`src/rtl/result_output_stage.sv`:
```
// rtl/result_output_stage.sv - registered 2-entry result/flag FIFO with saturating error count
module result_output_stage #(
    parameter int BITS  = 32,
    parameter int CNT_W = 8
) (
    input  logic             i_clk,
    input  logic             i_rst_n,
    input  logic             i_valid,
    output logic             o_ready,
    input  logic [BITS-1:0]  i_result,
    input  logic             i_error,
    output logic             o_valid,
    input  logic             i_ready,
    output logic [BITS-1:0]  o_result,
    output logic [3:0]       o_flags,
    input  logic             i_clr_err,
    output logic [CNT_W-1:0] o_err_count
);

    logic [BITS-1:0]  mem_result_q [2];
    logic [3:0]       mem_flags_q  [2];
    logic             wr_ptr_q, wr_ptr_d;
    logic             rd_ptr_q, rd_ptr_d;
    logic [1:0]       count_q, count_d;
    logic [CNT_W-1:0] err_cnt_q, err_cnt_d;

    logic             push, pop;
    logic [BITS-1:0]  in_result;
    logic [3:0]       in_flags;

    // Handshake outputs come only from registered count, never from the opposite side's inputs.
    assign o_ready     = (count_q != 2'd2);
    assign o_valid     = (count_q != 2'd0);
    assign push        = i_valid & o_ready;
    assign pop         = o_valid & i_ready;
    assign o_result    = o_valid ? mem_result_q[rd_ptr_q] : '0;
    assign o_flags     = o_valid ? mem_flags_q[rd_ptr_q]  : 4'b0000;
    assign o_err_count = err_cnt_q;

    // An errored beat's result is undefined, so store a clean zero instead of whatever arrived.
    always_comb begin
        in_result = '0;
        in_flags  = 4'b1000;
        if (!i_error) begin
            in_result = i_result;
            in_flags  = {1'b0, i_result[BITS-1], (i_result == '0), (i_result == '1)};
        end
    end

    always_comb begin
        wr_ptr_d  = wr_ptr_q ^ push;
        rd_ptr_d  = rd_ptr_q ^ pop;
        count_d   = count_q + {1'b0, push} - {1'b0, pop};
        err_cnt_d = err_cnt_q;
        if (i_clr_err) begin
            err_cnt_d = '0;
        end else if (push && i_error && (err_cnt_q != '1)) begin
            err_cnt_d = err_cnt_q + 1'b1;
        end
    end

    always_ff @(posedge i_clk or negedge i_rst_n) begin
        if (!i_rst_n) begin
            wr_ptr_q  <= 1'b0;
            rd_ptr_q  <= 1'b0;
            count_q   <= 2'd0;
            err_cnt_q <= '0;
            for (int i = 0; i < 2; i++) begin
                mem_result_q[i] <= '0;
                mem_flags_q[i]  <= 4'b0000;
            end
        end else begin
            wr_ptr_q  <= wr_ptr_d;
            rd_ptr_q  <= rd_ptr_d;
            count_q   <= count_d;
            err_cnt_q <= err_cnt_d;
            if (push) begin
                mem_result_q[wr_ptr_q] <= in_result;
                mem_flags_q[wr_ptr_q]  <= in_flags;
            end
        end
    end

endmodule

```
`config.mk`:
```
export PLATFORM = sky130hd
export DESIGN_NAME = result_output_stage
export DESIGN_NICKNAME = d
export VERILOG_FILES = /design/src/rtl/result_output_stage.sv
export SDC_FILE = /design/constraint.sdc
export NUM_CORES = 1
export LEC_CHECK = 0
export BUFFER_PORTS_ARGS = -buffer_cell sky130_fd_sc_hd__buf_2
export CORE_AREA = 2 2 105 107
export CTS_BUF_LIST = sky130_fd_sc_hd__clkbuf_4
export DETAILED_ROUTE_END_ITERATION = 7
export DIE_AREA = 0 0 107 109
export PLACE_DENSITY = 0.7
export SLEW_MARGIN = 10
export SYNTH_ARGS = -nofsm -noshare
export SYNTH_HDL_FRONTEND = slang
export SYNTH_SLANG_ARGS = --single-unit
export TNS_END_PERCENT = 50
```
`constraint.sdc`:
```
create_clock -name i_clk -period 2.91 [get_ports i_clk]
set_input_delay 0.1455 -clock i_clk [delete_from_list [all_inputs] [get_ports i_clk]]
set_output_delay 0.1455 -clock i_clk [all_outputs]
set_load 0.02 [all_outputs]
```
; ---- Word-level counts from Yosys, hierarchy flattened
; Index checks and enable logic that the tools add are counted.
[totals]
ff_bits = 84
out_inout_bits = 46
wordCells = 47
[op_classes]
n_addsub = 3
magnitude_cmp = 3
n_eq_ne = 3
muxes = 18
bitwise_logic = 6
n_reduce_logical = 6
[op_table]
columns = cell, count
row1 = $mux 32, 6
row2 = $bwmux 64, 1
row3 = $demux 32 s1, 1
row4 = $eq 32x32->1 const B, 1
row5 = $logic_not 32->1, 1
row6 = $mux 4, 6
row7 = $mux 8, 2
row8 = $add 8x1->8 const B, 1
row9 = $bwmux 8, 1
row10 = $ne 8x8->1 const B, 1
row11 = $demux 4 s1, 1
row12 = $ge 2x2->1 const B, 2
row13 = $not 1->2, 2
row14 = $reduce_bool 2->1, 2
row15 = $logic_and 1x1->1, 3
row16 = $add 2x1->2, 1
row17 = $and 1x1->1, 2
row18 = $lt 2x1->1 const B, 1
row19 = $ne 2x2->1 const B, 1
row20 = $sub 2x1->2, 1
row21 = $xor 1x1->1, 2

; ---- Depth between registers and ports, before layout
; Gate-level depths: netlist of run 1.
[logic_depth]
word_depth = 6
depth_mapped = 8

; ---- Worst setup path after synthesis of run 1
; No wires, ideal clock.
[synth_timing]
path_kind = flip-flop to flip-flop
start = reg count_q[1]
end = reg count_q[1]
t_arrival_ps = 1849
t_required_ps = 2787
slack_ps = 939
path_stages_with_launch = 9
period_less_slack_ps = 1971
cell_sequence = dfrtp_1 nor2_1 inv_1 and2_1 ha_1 inv_1 ha_1 xnor2_1 xnor2_1
[synth_via]
word_cells_on_any_way = 6
[synth_lines]
columns = element, line
row1 = from (decl), 24  ; logic [1:0] count_q, count_d;
row2 = from (signal assigned), 75  ; count_q <= count_d;
row3 = $reduce_bool 2->1, 33  ; assign o_valid = (count_q != 2'd0);
row4 = net o_valid, 12  ; output logic o_valid,
row5 = $and 1x1->1, 35  ; assign pop = o_valid & i_ready;
row6 = $sub 2x1->2, 53  ; count_d = count_q + {1'b0, push} - {1'b0, pop};
row7 = net count_d[1], 24
; The timed path passes the listed nets, and every way through them passes these cells.
; A chain may end at the register's enable or synchronous reset.

; ---- Worst setup path in the final report of run 1
[layout_timing]
start = reg rd_ptr_q
end = out o_result[3]
[layout_via]
elab_chain_cells = 5
[layout_rtl]
columns = element, line
row1 = from (decl), 23  ; logic rd_ptr_q, rd_ptr_d;
row2 = from (signal assigned), 74  ; rd_ptr_q <= rd_ptr_d;
row3 = $not 1->2 (not written as such), 36  ; assign o_result = o_valid ? mem_result_q[rd_ptr_q] : '0;
row4 = $mux 32 (not written as such) (3 in series), 36
row5 = $mux 32, 36
row6 = to (decl), 14  ; output logic [BITS-1:0] o_result,
; No other way between the ends. The select of a mux whose other input is x is not followed.

==> run_results.csv, run 1 <==
group,metric,value,unit
setup_path,cp-startpoint,"rd_ptr_q",
run,max_cap_viol_count,0,
synthesis,ys_seq_area_share,49.4,%
detailed_routing,routed_wirelength,9700,um
cts,tritoncts,"done",
pwr,finalPower,4.77,mW
cts,post_cts_buffers,0,
worst_hold_path,min-delay-start,"i_ready",
floorplan,fp.coreArea,10600,um^2
sta,slew_headroom,29.7,%
cts,clk_transition_reported_paths,0.11,ns
worst_hold_path,hold_depth,3,
cts,postCtsResizedCells,0,
floorplan,start_util,39.2,%
cts,ctsHoldBuffers,2,
detailed_routing,drt_iter0_markers,192,
floorplan,die_area,11700,um^2
setup_path,worstPathArrival,2.09,ns
place,pre_cts_slack,0.902,ns
global_route,grt_pass1_wl,15500,um
sta,rsz0062_at_grt,"false",
outcome,status,"completed",
global_route,grt_pass1_vias,3045,
synthesis,async_flop_share,100,%
final_layout,most-common-layout-cells,"buf_2 (82), dfrtp_1 (81), mux2_2 (69)",
final_layout,nNetsFinal,480,
setup_path,end_kind,"primary output",
synthesis,syn_avg_cell_area,11.7,um^2
cts,cts-root-buf,"clkbuf_4",
detailed_routing,drc_errors,0,
final_layout,register_area,2050,um^2
setup_path,reg2reg_depth,5,
cts,htree_levels,3,
synthesis,synth-seq-cells,82,
synthesis,synth.distinct_cells,32,
setup_path,rrSetupSlack,1.00,ns
detailed_routing,via_count,2965,
global_route,grt_use_total,17.4,%
setup_path,cp-start-kind,"register",
synthesis,synth_top_flop_cell,"dfrtp_1",
place,place_area,4690,um^2
setup_path,timing.rr.start,"o_err_count[0]",
final_layout,drive_above_1_share,40.5,%
detailed_routing,drtAntennaViolNets,0,
cts,insertion_delay,0.44,ns
synthesis,synth_fp_nets,399,
sta,fmax,447,MHz
setup_path,criticalPathCategory,"register to primary output",
worst_hold_path,hold_path.class,"input pin to register",
detailed_routing,firstDrtPassIters,4,
sta,period_minus_slack,2.24,ns
cts,cts_sinks,82,
detailed_routing,via_per_inst,5.09,
floorplan,top_level_ports,84,
place,place_hpwl,6800,um
sta,drv_slew,0,
pwr,ir_worst_vdd,0.373,mV
global_route,antenna_found_initial,0,
detailed_routing,wl_per_cell,16.7,um
setup_path,cp_max_fo,25,
floorplan,rows,38,
floorplan,die_h,109,um
cts,cts_made_buffers,9,
final_layout,filler_cell_count,1020,
pwr,p_leak,2.39,nW
setup_path,worstPathRequired,2.76,ns
sta,finClkSkew,0.0140,ns
final_layout,antennaDiodeCount,0,
final_layout,stdcell_area,4850,um^2
floorplan,fp.dieW,107,um
final_layout,area_growth,16.7,%
cts,cts.path.max_buffers,2,
sta,setup_tns,0,ns
sta,hold_viol,0,
place,io_buffers,83,
place,dpl.cell_count,564,
pwr,power.density_cell_area,983,nW/um^2
synthesis,syn_inst,356,
global_route,grt_remaining_overflow,0,
final_layout,stdcell_count,582,
synthesis,netlist_area,4160,um^2
place,gp_congestion,0.785,
sta,worst_slack,0.671,ns
global_route,grt_max_degree,83,
sta,post-route-period-util,77.0,%
sta,setup_violations,0,
final_layout,multiInputGateArea,1960,um^2
synthesis,yosysWarnings,0,
sta,tightest_slew,1.05,ns
final_layout,layout.cells.most_common,"buf_2",
synthesis,synth_edf_count,0,
-- state kept, by name (all words and copies together), names as in the netlist --
name          flops
count_q           2
mem_flags_q       8
mem_result_q     62
o_err_count       8
rd_ptr_q          1
wr_ptr_q          1
-- final cells by class --
class	instances	share of cell area (%)
Inverter	8	0.619
Tap cell	140	3.61
Multi-Input combinational cell	244	40.5
Timing Repair Buffer	92	10.1
Clock inverter	3	0.825
Clock buffer	13	2.01
Sequential cell	82	42.3
-- worst max-delay path, cell delays in order, from the launching register on --
cell     delay, ns
dfrtp_2       0.90
buf_4         0.32
mux2i_1       0.21
nor2_1        0.06
buf_2         0.17
-- cell usage after synthesis (2+ instances only) --
master | count | area [um^2]
a21oi_1 | 6 | 30.0
o21ai_0 | 2 | 10.0
buf_6 | 2 | 22.5
dfrtp_1 | 82 | 2050
o31ai_1 | 4 | 30.0
clkbuf_1 | 8 | 30.0
nor2_1 | 40 | 150
inv_1 | 8 | 30.0
mux2_2 | 69 | 777
or4_1 | 3 | 22.5
mux2i_1 | 37 | 370
ha_1 | 5 | 62.6
xnor2_1 | 2 | 17.5
nor3_1 | 3 | 15.0
nand2_1 | 3 | 11.3
nand4_1 | 9 | 56.3
nor4_1 | 9 | 56.3
nor2b_1 | 30 | 188
and2b_1 | 4 | 30.0
or3_1 | 2 | 12.5
buf_2 | 10 | 50.1
and2_1 | 2 | 12.5
nand3_1 | 7 | 35.0
-- worst paths after layout --
kind                                          to
worst max register to register    o_err_count[5]
worst max-delay path                 o_result[3]
worst min-delay path                    rd_ptr_q
max in group asynchronous               rd_ptr_q
min in group asynchronous       mem_result_q[58]
worst min register to register  mem_result_q[59]
-- report_power, final --
part | total, mW | switching [mW] | internal (mW)
registers | 1.90 | 0.318 | 1.58
logic | 2.19 | 1.18 | 1.02
clock network | 0.675 | 0.375 | 0.299
total | 4.77 | 1.87 | 2.90
-- per-layer routing --
layer,vias to the layer above,share of wire (%),global-route usage [%]
met5,-,0,0
met4,0,1.9,6.59
met3,14,5.1,4.54
met2,57,48,28.8
met1,1487,45,22.1
li1,1407,-,-
-- stage by stage --
stage,hold WS (ns),utilization [%]
after floorplan,-0.150,-
after global placement,0.374,44.3
after detailed placement,0.397,44.3
after CTS,0.0349,45.8
after global routing,0.0526,45.8
final,0.0421,45.8
-- cells by family (layout without fill, tap and decap cells) --
kind of cell	Yosys count	after routing	share of synthesized area [%]
multiplexers	107	107	27.9
AND/OR/NAND/NOR	117	117	15.5
AO/OA/AOI/OAI	12	12	1.69
flip-flops	82	82	49.4
adder cells (fa/ha/maj)	5	5	1.50
buffers and inverters	30	116	3.46
XOR/XNOR	3	3	0.632
(Power assumes the default switching activity.)
==> run 2: changes to the inputs <==
==> constraint.sdc (replaced) <==
create_clock -name i_clk -period 2.15 [get_ports i_clk]
set_input_delay 0.1075 -clock i_clk [delete_from_list [all_inputs] [get_ports i_clk]]
set_output_delay 0.1075 -clock i_clk [all_outputs]
set_load 0.02 [all_outputs]
==> run_results.csv, run 2 (synthesized netlist as in run 1, its figures left out) <==
group,metric,value,unit
pwr,p_sw_share,39.0,%
setup_path,reg2reg_depth,5,
cts,post_cts_buffers,0,
pwr,p_sw,2.56,mW
cts,insertion_delay,0.42,ns
cts,cts_made_buffers,9,
sta,setup_violations,0,
cts,cts.path.max_buffers,2,
setup_path,worstPathRequired,2.47,ns
final_layout,antennaDiodeCount,0,
setup_path,cp_cell_sequence,"ha_1 > nand3_1 > nor2_1 > nor4_1 > mux2_2",
sta,tightest_slew,0.736,ns
final_layout,postLayoutCoreUtil,46.4,%
setup_path,cp-startpoint,"o_err_count[0]",
final_layout,most-common-layout-cells,"buf_2 (82), dfrtp_1 (81), mux2_2 (69)",
setup_path,rrSetupSlack,0.32,ns
sta,drv_slew,0,
detailed_routing,drtAntennaViolNets,0,
pwr,p_leak,2.40,nW
detailed_routing,routed_wirelength,9610,um
setup_path,timing.rr.start,"o_err_count[0]",
floorplan,fp.dieW,107,um
place,place_area,4730,um^2
final_layout,stdcell_count,584,
floorplan,fp.coreArea,10600,um^2
final_layout,stdcell_area,4920,um^2
detailed_routing,drt_iter0_markers,105,
place,dpl.cell_count,565,
floorplan,die_area,11700,um^2
final_layout,nNetsFinal,482,
sta,slew_headroom,50.8,%
sta,post-route-period-util,85.3,%
cts,postCtsResizedCells,0,
place,place_hpwl,6850,um
cts,ctsHoldBuffers,3,
run,max_cap_viol_count,0,
cts,clk_transition_reported_paths,0.15,ns
detailed_routing,wl_per_cell,16.5,um
outcome,status,"completed",
floorplan,die_h,109,um
detailed_routing,firstDrtPassIters,4,
sta,fmax,545,MHz
detailed_routing,via_count,2954,
pwr,clkPwrFrac,15.3,%
worst_hold_path,hold_path.class,"input pin to register",
setup_path,slowest_stage,"nor2_1",
sta,setup_tns,0,ns
sta,finClkSkew,0.0133,ns
cts,tritoncts,"done",
final_layout,drive_above_1_share,40.1,%
setup_path,cp_max_fo,11,
global_route,grt_use_total,17.5,%
cts,cts-root-buf,"clkbuf_4",
final_layout,top_register,"mem_result_q",
final_layout,layout.cells.most_common,"buf_2",
setup_path,criticalPathCategory,"register to register",
setup_path,max_stage_delay,0.58,ns
place,io_buffers,83,
sta,period_minus_slack,1.83,ns
global_route,grt_remaining_overflow,0,
pwr,pwr-share-comb,47.5,%
detailed_routing,drc_errors,0,
pwr,p_seq_share,37.2,%
pwr,power.density_cell_area,1330,nW/um^2
global_route,grt_pass1_wl,15900,um
global_route,grt_pass1_vias,3098,
floorplan,top_level_ports,84,
cts,cts_sinks,82,
global_route,grt_max_degree,46,
sta,hold_viol,0,
setup_path,cp-start-kind,"register",
floorplan,start_util,39.2,%
setup_path,r2r_end,"o_err_count[7]",
floorplan,rows,38,
detailed_routing,via_per_inst,5.06,
final_layout,largest_reg_flops,62,
pwr,ir_worst_vdd,0.408,mV
final_layout,area_growth,18.3,%
sta,rsz0062_at_grt,"false",
setup_path,crit_path_end,"o_err_count[7]",
setup_path,worstPathArrival,2.15,ns
global_route,antenna_found_initial,0,
place,gp_congestion,0.751,
setup_path,end_kind,"register",
pwr,p_int,4.00,mW
cts,htree_levels,3,
==> run 2: layer usage <==
metal | global-route usage [%] | share of wire [%] | wire, um | vias to the layer above
li1 | - | - | - | 1407
met1 | 22.9 | 45 | 4320 | 1486
met2 | 30.2 | 50 | 4780 | 55
met3 | 3.71 | 4.4 | 426 | 6
met4 | 3.90 | 0.86 | 83 | 0
met5 | 0 | 0 | 0 | -
==> run 2: cell type report <==
class | count | area [um^2]
Clock buffer | 9 | 67.6
Clock inverter | 7 | 93.8
Fill cell | 1024 | 5690
Inverter | 8 | 30.0
Multi-Input combinational cell | 244 | 1960
Sequential cell | 82 | 2050
Tap cell | 140 | 175
Timing Repair Buffer | 94 | 533
==> run 2: worst max-delay path, delay by kind of cell (launching register included) <==
family | cells | cell delay (ns)
fa+ha+maj | 1 | 0.23
flops | 1 | 0.42
mux | 1 | 0.30
simple gates | 3 | 0.80
==> run 2: power by group through the flow <==
stage	sequential, mW	clock (mW)	combinational [mW]
2_1_floorplan	2.39	0	2.31
3_3_place_gp	2.43	0	3.11
3_5_place_dp	2.49	0	3.16
4_1_cts	2.44	1.04	3.18
5_1_grt	2.53	1.10	3.41
6_report	2.44	1.00	3.12
==> run 2: worst min path at each step <==
stage / cells after the start / slack [ns] / to / from
2_1_floorplan: 0 / -0.19 / count_q[0] / i_rst_n
3_3_place_gp: 1 / 0.14 / mem_result_q[58] / i_rst_n
3_5_place_dp: 1 / 0.16 / o_err_count[0] / i_rst_n
4_1_cts: 3 / 0.07 / mem_result_q[8] / i_result[8]
5_1_grt: 3 / 0.09 / mem_result_q[39] / i_result[7]
6_report: 3 / 0.09 / mem_result_q[8] / i_result[8]
==> run 2: stage by stage <==
stage	worst slack, ns	hold slack, ns	power, mW
2_1_floorplan	0.179	-0.188	4.70
3_3_place_gp	0.470	0.141	5.54
3_5_place_dp	0.341	0.163	5.65
4_1_cts	0.277	0.0689	6.67
5_1_grt	0.144	0.0901	7.05
6_report	0.317	0.0930	6.56
